### config.mk
export PLATFORM = sky130hd
export DESIGN_NAME = input_router_flat
export DESIGN_NICKNAME = d
export VERILOG_FILES = /design/src/rtl/input_router_if.sv /design/src/rtl/input_router.sv /design/src/flat_wrapper.sv
export SDC_FILE = /design/constraint.sdc
export NUM_CORES = 1
export LEC_CHECK = 0
export BUFFER_PORTS_ARGS = -buffer_cell sky130_fd_sc_hd__buf_4
export CAP_MARGIN = 20
export CELL_PAD_IN_SITES_DETAIL_PLACEMENT = 2
export CELL_PAD_IN_SITES_GLOBAL_PLACEMENT = 2
export CORE_ASPECT_RATIO = 0.7
export CORE_MARGIN = 2
export CORE_UTILIZATION = 31
export CTS_CLUSTER_SIZE = 30
export DETAILED_ROUTE_END_ITERATION = 8
export PLACE_DENSITY = 0.79
export SETUP_SLACK_MARGIN = 0.5
export SLEW_MARGIN = 30
export SYNTH_ARGS = -nofsm -noshare
export SYNTH_HDL_FRONTEND = slang
export SYNTH_SLANG_ARGS = --single-unit
### constraint.sdc
create_clock -name i_clk -period 2 [get_ports i_clk]
set_clock_uncertainty 0.1 [all_clocks]
set_input_delay 0.4 -clock i_clk [delete_from_list [all_inputs] [get_ports i_clk]]
set_output_delay 0.4 -clock i_clk [all_outputs]
set_load 0.02 [all_outputs]
### src/rtl/input_router_if.sv
// Bundles the input_router's SPAD read port, start request and PE-side handshake.
// The router side uses modport master and the environment side uses modport slave.
interface input_router_if #(
    parameter int SPAD_ADDR_WIDTH = 8,
    parameter int SPAD_DATA_WIDTH = 16,
    parameter int ROUTER_COUNT    = 4,
    parameter int DATA_WIDTH      = 8
);
    logic                                  i_en;
    logic [SPAD_ADDR_WIDTH-1:0]            i_base_addr;
    logic [ROUTER_COUNT-1:0]               i_pe_mask;
    logic                                  o_spad_rd_en;
    logic [SPAD_ADDR_WIDTH-1:0]            o_spad_addr;
    logic [SPAD_DATA_WIDTH-1:0]            i_spad_data;
    logic [0:ROUTER_COUNT-1][DATA_WIDTH-1:0] o_ifmap;
    logic [ROUTER_COUNT-1:0]               o_valid;
    logic                                  i_ready;
    logic                                  o_busy;
    logic                                  o_done;

    modport master (
        input  i_en, i_base_addr, i_pe_mask, i_spad_data, i_ready,
        output o_spad_rd_en, o_spad_addr, o_ifmap, o_valid, o_busy, o_done
    );

    modport slave (
        output i_en, i_base_addr, i_pe_mask, i_spad_data, i_ready,
        input  o_spad_rd_en, o_spad_addr, o_ifmap, o_valid, o_busy, o_done
    );
endinterface

### src/rtl/input_router.sv
// Fetches GROUP_CNT consecutive SPAD words, unpacks them into one lane per PE
// (lane 0 in the word MSBs) and offers them to the array with a valid/ready handshake.
module input_router #(
    parameter int SPAD_ADDR_WIDTH = 8,
    parameter int SPAD_DATA_WIDTH = 16,
    parameter int ROUTER_COUNT    = 4,
    parameter int DATA_WIDTH      = 8
) (
    input  logic           i_clk,
    input  logic           i_nrst,
    input_router_if.master bus
);
    localparam int MEMBER_CNT = (SPAD_DATA_WIDTH + DATA_WIDTH - 1) / DATA_WIDTH;
    localparam int GROUP_CNT  = (ROUTER_COUNT + MEMBER_CNT - 1) / MEMBER_CNT;
    localparam int CNT_W      = (GROUP_CNT > 1) ? $clog2(GROUP_CNT) : 1;
    localparam int PAD_W      = MEMBER_CNT * DATA_WIDTH;
    localparam logic [CNT_W-1:0] LAST_CNT = CNT_W'(GROUP_CNT - 1);

    typedef enum logic [1:0] {
        ST_IDLE  = 2'd0,
        ST_READ  = 2'd1,
        ST_DRAIN = 2'd2,
        ST_OUT   = 2'd3
    } state_t;

    state_t                                  state_r;
    state_t                                  next_state_s;
    logic [CNT_W-1:0]                        rd_cnt_r;
    logic [CNT_W-1:0]                        cap_idx_r;
    logic                                    cap_en_r;
    logic                                    done_r;
    logic [SPAD_ADDR_WIDTH-1:0]              base_r;
    logic [ROUTER_COUNT-1:0]                 mask_r;
    logic [SPAD_DATA_WIDTH-1:0]              shadow_r     [GROUP_CNT];
    logic [PAD_W-1:0]                        shadow_pad_s [GROUP_CNT];
    logic [DATA_WIDTH-1:0]                   lane_s       [ROUTER_COUNT];
    logic [0:ROUTER_COUNT-1][DATA_WIDTH-1:0] ifmap_s;
    logic [ROUTER_COUNT-1:0]                 valid_s;
    logic                                    last_rd_s;

    assign last_rd_s = (rd_cnt_r == LAST_CNT);

    // Next-state decode for the IDLE -> READ -> DRAIN -> OUT sequence
    always_comb begin
        next_state_s = state_r;
        case (state_r)
            ST_IDLE: begin
                if (bus.i_en) next_state_s = ST_READ;
                else          next_state_s = ST_IDLE;
            end
            ST_READ: begin
                if (last_rd_s) next_state_s = ST_DRAIN;
                else           next_state_s = ST_READ;
            end
            ST_DRAIN: next_state_s = ST_OUT;
            ST_OUT: begin
                if (bus.i_ready) next_state_s = ST_IDLE;
                else             next_state_s = ST_OUT;
            end
            default: next_state_s = ST_IDLE;
        endcase
    end

    // State register
    always_ff @(posedge i_clk or negedge i_nrst) begin
        if (!i_nrst) state_r <= ST_IDLE;
        else         state_r <= next_state_s;
    end

    // Request capture, read counter and the one-cycle-delayed capture pointer
    always_ff @(posedge i_clk or negedge i_nrst) begin
        if (!i_nrst) begin
            rd_cnt_r  <= '0;
            cap_idx_r <= '0;
            cap_en_r  <= 1'b0;
            done_r    <= 1'b0;
            base_r    <= '0;
            mask_r    <= '0;
        end else begin
            cap_en_r  <= (state_r == ST_READ);
            cap_idx_r <= rd_cnt_r;
            done_r    <= (state_r == ST_OUT) && bus.i_ready;
            case (state_r)
                ST_IDLE: begin
                    rd_cnt_r <= '0;
                    if (bus.i_en) begin
                        base_r <= bus.i_base_addr;
                        mask_r <= bus.i_pe_mask;
                    end else begin
                        base_r <= base_r;
                        mask_r <= mask_r;
                    end
                end
                ST_READ: begin
                    if (last_rd_s) rd_cnt_r <= '0;
                    else           rd_cnt_r <= rd_cnt_r + CNT_W'(1);
                end
                default: rd_cnt_r <= rd_cnt_r;
            endcase
        end
    end

    // Shadow words: read data lands the cycle after its read strobe
    always_ff @(posedge i_clk or negedge i_nrst) begin
        if (!i_nrst) begin
            for (int g = 0; g < GROUP_CNT; g++) shadow_r[g] <= '0;
        end else if (cap_en_r) begin
            shadow_r[cap_idx_r] <= bus.i_spad_data;
        end
    end

    // Zero-extend each word so a non-integral lane count still slices in range
    for (genvar g = 0; g < GROUP_CNT; g++) begin : g_pad
        assign shadow_pad_s[g] = PAD_W'(shadow_r[g]);
    end

    for (genvar k = 0; k < ROUTER_COUNT; k++) begin : g_lane
        localparam int WORD = k / MEMBER_CNT;
        localparam int LANE = k % MEMBER_CNT;
        assign lane_s[k] = shadow_pad_s[WORD][(MEMBER_CNT-1-LANE)*DATA_WIDTH +: DATA_WIDTH];
    end

    // PE-side outputs: only live in OUT, masked lanes forced to zero
    always_comb begin
        ifmap_s = '0;
        valid_s = '0;
        if (state_r == ST_OUT) begin
            valid_s = mask_r;
            for (int k = 0; k < ROUTER_COUNT; k++) begin
                if (mask_r[k]) ifmap_s[k] = lane_s[k];
                else           ifmap_s[k] = '0;
            end
        end else begin
            valid_s = '0;
            ifmap_s = '0;
        end
    end

    assign bus.o_spad_rd_en = (state_r == ST_READ);
    assign bus.o_spad_addr  = (state_r == ST_READ) ? (base_r + SPAD_ADDR_WIDTH'(rd_cnt_r)) : '0;
    assign bus.o_ifmap      = ifmap_s;
    assign bus.o_valid      = valid_s;
    assign bus.o_busy       = (state_r != ST_IDLE);
    assign bus.o_done       = done_r;
endmodule

### src/flat_wrapper.sv
// flat-port wrapper written by rule: the top's interface ports become plain ports
module input_router_flat 
#(
    parameter int SPAD_ADDR_WIDTH = 8,
    parameter int SPAD_DATA_WIDTH = 16,
    parameter int ROUTER_COUNT    = 4,
    parameter int DATA_WIDTH      = 8
)
  (i_clk, i_nrst, bus_i_en, bus_i_base_addr, bus_i_pe_mask, bus_i_spad_data, bus_i_ready, bus_o_spad_rd_en, bus_o_spad_addr, bus_o_ifmap, bus_o_valid, bus_o_busy, bus_o_done);
  input_router_if #(.SPAD_ADDR_WIDTH(SPAD_ADDR_WIDTH), .SPAD_DATA_WIDTH(SPAD_DATA_WIDTH), .ROUTER_COUNT(ROUTER_COUNT), .DATA_WIDTH(DATA_WIDTH)) bus_i ();
  input  logic i_clk;
  input  logic i_nrst;
  input wire logic [$bits(bus_i.i_en)-1:0] bus_i_en;
  input wire logic [$bits(bus_i.i_base_addr)-1:0] bus_i_base_addr;
  input wire logic [$bits(bus_i.i_pe_mask)-1:0] bus_i_pe_mask;
  input wire logic [$bits(bus_i.i_spad_data)-1:0] bus_i_spad_data;
  input wire logic [$bits(bus_i.i_ready)-1:0] bus_i_ready;
  output wire logic [$bits(bus_i.o_spad_rd_en)-1:0] bus_o_spad_rd_en;
  output wire logic [$bits(bus_i.o_spad_addr)-1:0] bus_o_spad_addr;
  output wire logic [$bits(bus_i.o_ifmap)-1:0] bus_o_ifmap;
  output wire logic [$bits(bus_i.o_valid)-1:0] bus_o_valid;
  output wire logic [$bits(bus_i.o_busy)-1:0] bus_o_busy;
  output wire logic [$bits(bus_i.o_done)-1:0] bus_o_done;
  assign bus_i.i_en = bus_i_en;
  assign bus_i.i_base_addr = bus_i_base_addr;
  assign bus_i.i_pe_mask = bus_i_pe_mask;
  assign bus_i.i_spad_data = bus_i_spad_data;
  assign bus_i.i_ready = bus_i_ready;
  assign bus_o_spad_rd_en = bus_i.o_spad_rd_en;
  assign bus_o_spad_addr = bus_i.o_spad_addr;
  assign bus_o_ifmap = bus_i.o_ifmap;
  assign bus_o_valid = bus_i.o_valid;
  assign bus_o_busy = bus_i.o_busy;
  assign bus_o_done = bus_i.o_done;
  input_router #(.SPAD_ADDR_WIDTH(SPAD_ADDR_WIDTH), .SPAD_DATA_WIDTH(SPAD_DATA_WIDTH), .ROUTER_COUNT(ROUTER_COUNT), .DATA_WIDTH(DATA_WIDTH)) u_core (.i_clk(i_clk), .i_nrst(i_nrst), .bus(bus_i));
endmodule
==> results_dict.tcl <==
set metrics [dict create \
    vias 1823 \
    peakVddDrop_mv 0.744 \
    clk_pin_slew_worst_paths_ns 0.11 \
    final_cell_count_no_fill 390 \
    synth_common_cells "dfrtp_1, mux2_2, and2_1, and3_2, nand2_1" \
    tns_ns -1.53 \
    synth.top_cell.area_share_pct 54.7 \
    numCtsBuffers 5 \
    synth_compound_area_share_pct 2.02 \
    grt_setup_unrepaired "true" \
    place_congestion 0.758 \
    synthSimpleGateAreaFrac_pct 16.0 \
    endpoint_kind "output pin" \
    drcViolationCount 0 \
    synth_top_family_by_area "multiplexers" \
    synthFlopType "dfrtp_1" \
    antenna_found_initial 0 \
    die-width_um 107 \
    die-area_um2 8100 \
    totalWireLength_mm 9.10 \
    n_antenna_cell 0 \
    initial_core_util_pct 31.7 \
    cts_tree "done" \
    hold_viol_final 0 \
    syn_nets 213 \
    cts_root_buffer "clkbuf_8" \
    hold_slack_ns 0.00735 \
    dpl_cell_area_um2 3180 \
    worstMarginPinSlew_ns 0.660 \
    dp_hpwl_mm 4.69 \
    io_pins 79 \
    synth.avg_cell_area_um2 12.8 \
    power_mw 6.82 \
    seq_area_frac_synth_pct 54.7 \
    post-route-min-period_ns 2.36 \
    violations "negative setup slack" \
    area_growth_pct 70.4 \
    yosysMostFrequentCell "dfrtp_1" \
    synth_xor_area_share_pct 1.15 \
    async_reset_ff_share_pct 100 \
    start_kind "register" \
    wl_per_cell_um 23.3 \
    yosys-top-cells-area "dfrtp_1, mux2_2, and2_1" \
    grtUsageTotal_pct 22.5 \
    worstSkewPairLatency_ns 0.30 \
    ant_nets 0 \
    place_inst 350 \
    first_iter_violations 35 \
    multi_input_area_um2 1240 \
    rows 26 \
    status "complete, but fails checks" \
    cts.sinks 50 \
    power_leakage_nw 1.79 \
    htree_levels 2 \
    netlist_area_um2 2290 \
    final-setup-viol-count 6 \
    worstPathArrival_ns 1.86 \
    cap_violations 0 \
    synth_cell_type_count 27 \
    period_share_pct 118 \
    fill_cells 681 \
    final_nets 325 \
    final.setup.worst_slack_ns -0.356 \
    powerDensity_nw_per_um2 1750 \
    grt_max_degree 51 \
    core_area_um2 7220 \
    slew_viol_final 0 \
    yosys.area_share.adder_pct 1.09 \
    fin_area_um2 3900 \
    layout-drive-gt1-share_pct 77.7 \
    synthCells 179 \
    required_ns 1.50 \
    grt_pass1_wl_mm 13.0 \
    yosys_warnings 0 \
    synth_edf_count 0 \
    maxSlewHeadroom_pct 56.0 \
    grt_pass1_vias 2087 \
    register_area_um2 1250 \
    vias_per_cell 4.67 \
    max_freq_mhz 424 \
    grt_remaining_overflow 0 \
    drtPass1Iterations 3 \
    io_buffers 78 \
    crit_fanout 3 \
    synth_top_area_cell "dfrtp_1" \
    cts_max_path_buffers 2 \
    hold_path_class "in2async" \
    rr_worst_depth 6 \
    ys_ff_latch 50 \
    muxShareOfSynthArea_pct 22.1 \
    die_h_um 75.9 \
    setup.worst_path.class "reg2out" \
]
## path summary, 6_finish.rpt
check,from,to,slack (ns)
max reg2reg,u_core.state_r[1]$_DFF_PN0_,u_core.mask_r[3]$_DFFE_PN0P_,0.18
min,i_nrst,u_core.mask_r[0]$_DFFE_PN0P_,0.007
min reg2reg,u_core.lane_s[1]$_DFFE_PN0P_,u_core.lane_s[1]$_DFFE_PN0P_,0.42
max in group asynchronous,i_nrst,u_core.state_r[0]$_DFF_PN0_,1.32
max,u_core.base_r[0]$_DFFE_PN0P_,bus_o_spad_addr[7],-0.36
min in group i_clk,bus_i_spad_data[11],u_core.lane_s[27]$_DFFE_PN0P_,0.22
## power breakdown
part	internal [mW]	switching (mW)	leakage (nW)	total [mW]
clock network	0.534	0.367	0.0714	0.901
registers	1.53	0.464	0.590	1.99
logic	2.23	1.70	1.13	3.92
total	4.29	2.53	1.79	6.82
## layout make-up
type                            count  share of cell area (%)
Clock buffer                        6                    2.12
Clock inverter                      2                    1.54
Inverter                            2                   0.289
Multi-Input combinational cell    120                    31.8
Sequential cell                    50                    32.1
Tap cell                           98                    3.15
Timing Repair Buffer              112                    28.9
## layout by cell type (no fill, tap or decap), drive strengths merged, types with 5 or more instances in the layout
cell type / n
dfrtp: 50
buf: 111
and2: 34
mux2: 45
nand2: 5
nor2: 5
clkbuf: 7
and3: 8
## sequential cells by signal, indices dropped and copies added, names as in the netlist
name               count
u_core.lane_s         32
u_core.base_r          8
u_core.mask_r          4
u_core.state_r         2
u_core.bus.o_done      1
u_core.cap_en_r        1
u_core.cap_idx_r       1
u_core.last_rd_s       1
## kinds of logic after synthesis
| family | Yosys count |
|---|---|
| xor+xnor | 3 |
| mux | 45 |
| flops | 50 |
| fa+ha+maj | 2 |
| simple gates | 59 |
| buf+inv | 12 |
| compound gates | 8 |
## per-layer routing
| layer | part of all wire (%) | vias up | routed length [um] | GRT usage, % |
|---|---|---|---|---|
| met3 | 2.7 | 7 | 247 | 3.51 |
| met4 | 1.1 | 0 | 99 | 5.77 |
| met2 | 53 | 44 | 4830 | 42.4 |
| li1 | - | 833 | - | - |
| met1 | 43 | 939 | 3920 | 27.6 |
| met5 | 0 | - | 0 | 0 |
## through the flow
stage | setup WS [ns] | utilization (%)
2_1_floorplan | 0.174 | -
4_1_cts | -0.255 | 52.5
6_report | -0.356 | 54.0
3_5_place_dp | 0.0507 | 44.1
3_3_place_gp | 0.119 | 44.1
5_1_grt | -0.447 | 54.0
## critical path, cell delays in order (launching register included)
cell	delay (ns)
dfrtp_1	0.42
ha_4	0.18
nand4_1	0.16
buf_4	0.20
buf_4	0.13
o211ai_1	0.26
nand2_4	0.07
buf_6	0.13
## timing repair
item / 4_1_cts / 5_1_grt
setup buffers: 19 / 9
setup endpoints to repair: 58 / 72
pin swaps: 25 / 19
hold buffers: 0 / 0
gates cloned: 4 / 0
endpoints found under the hold margin: 0 / 0
resized for setup: 69 / 13
(Power assumes the default switching activity.)
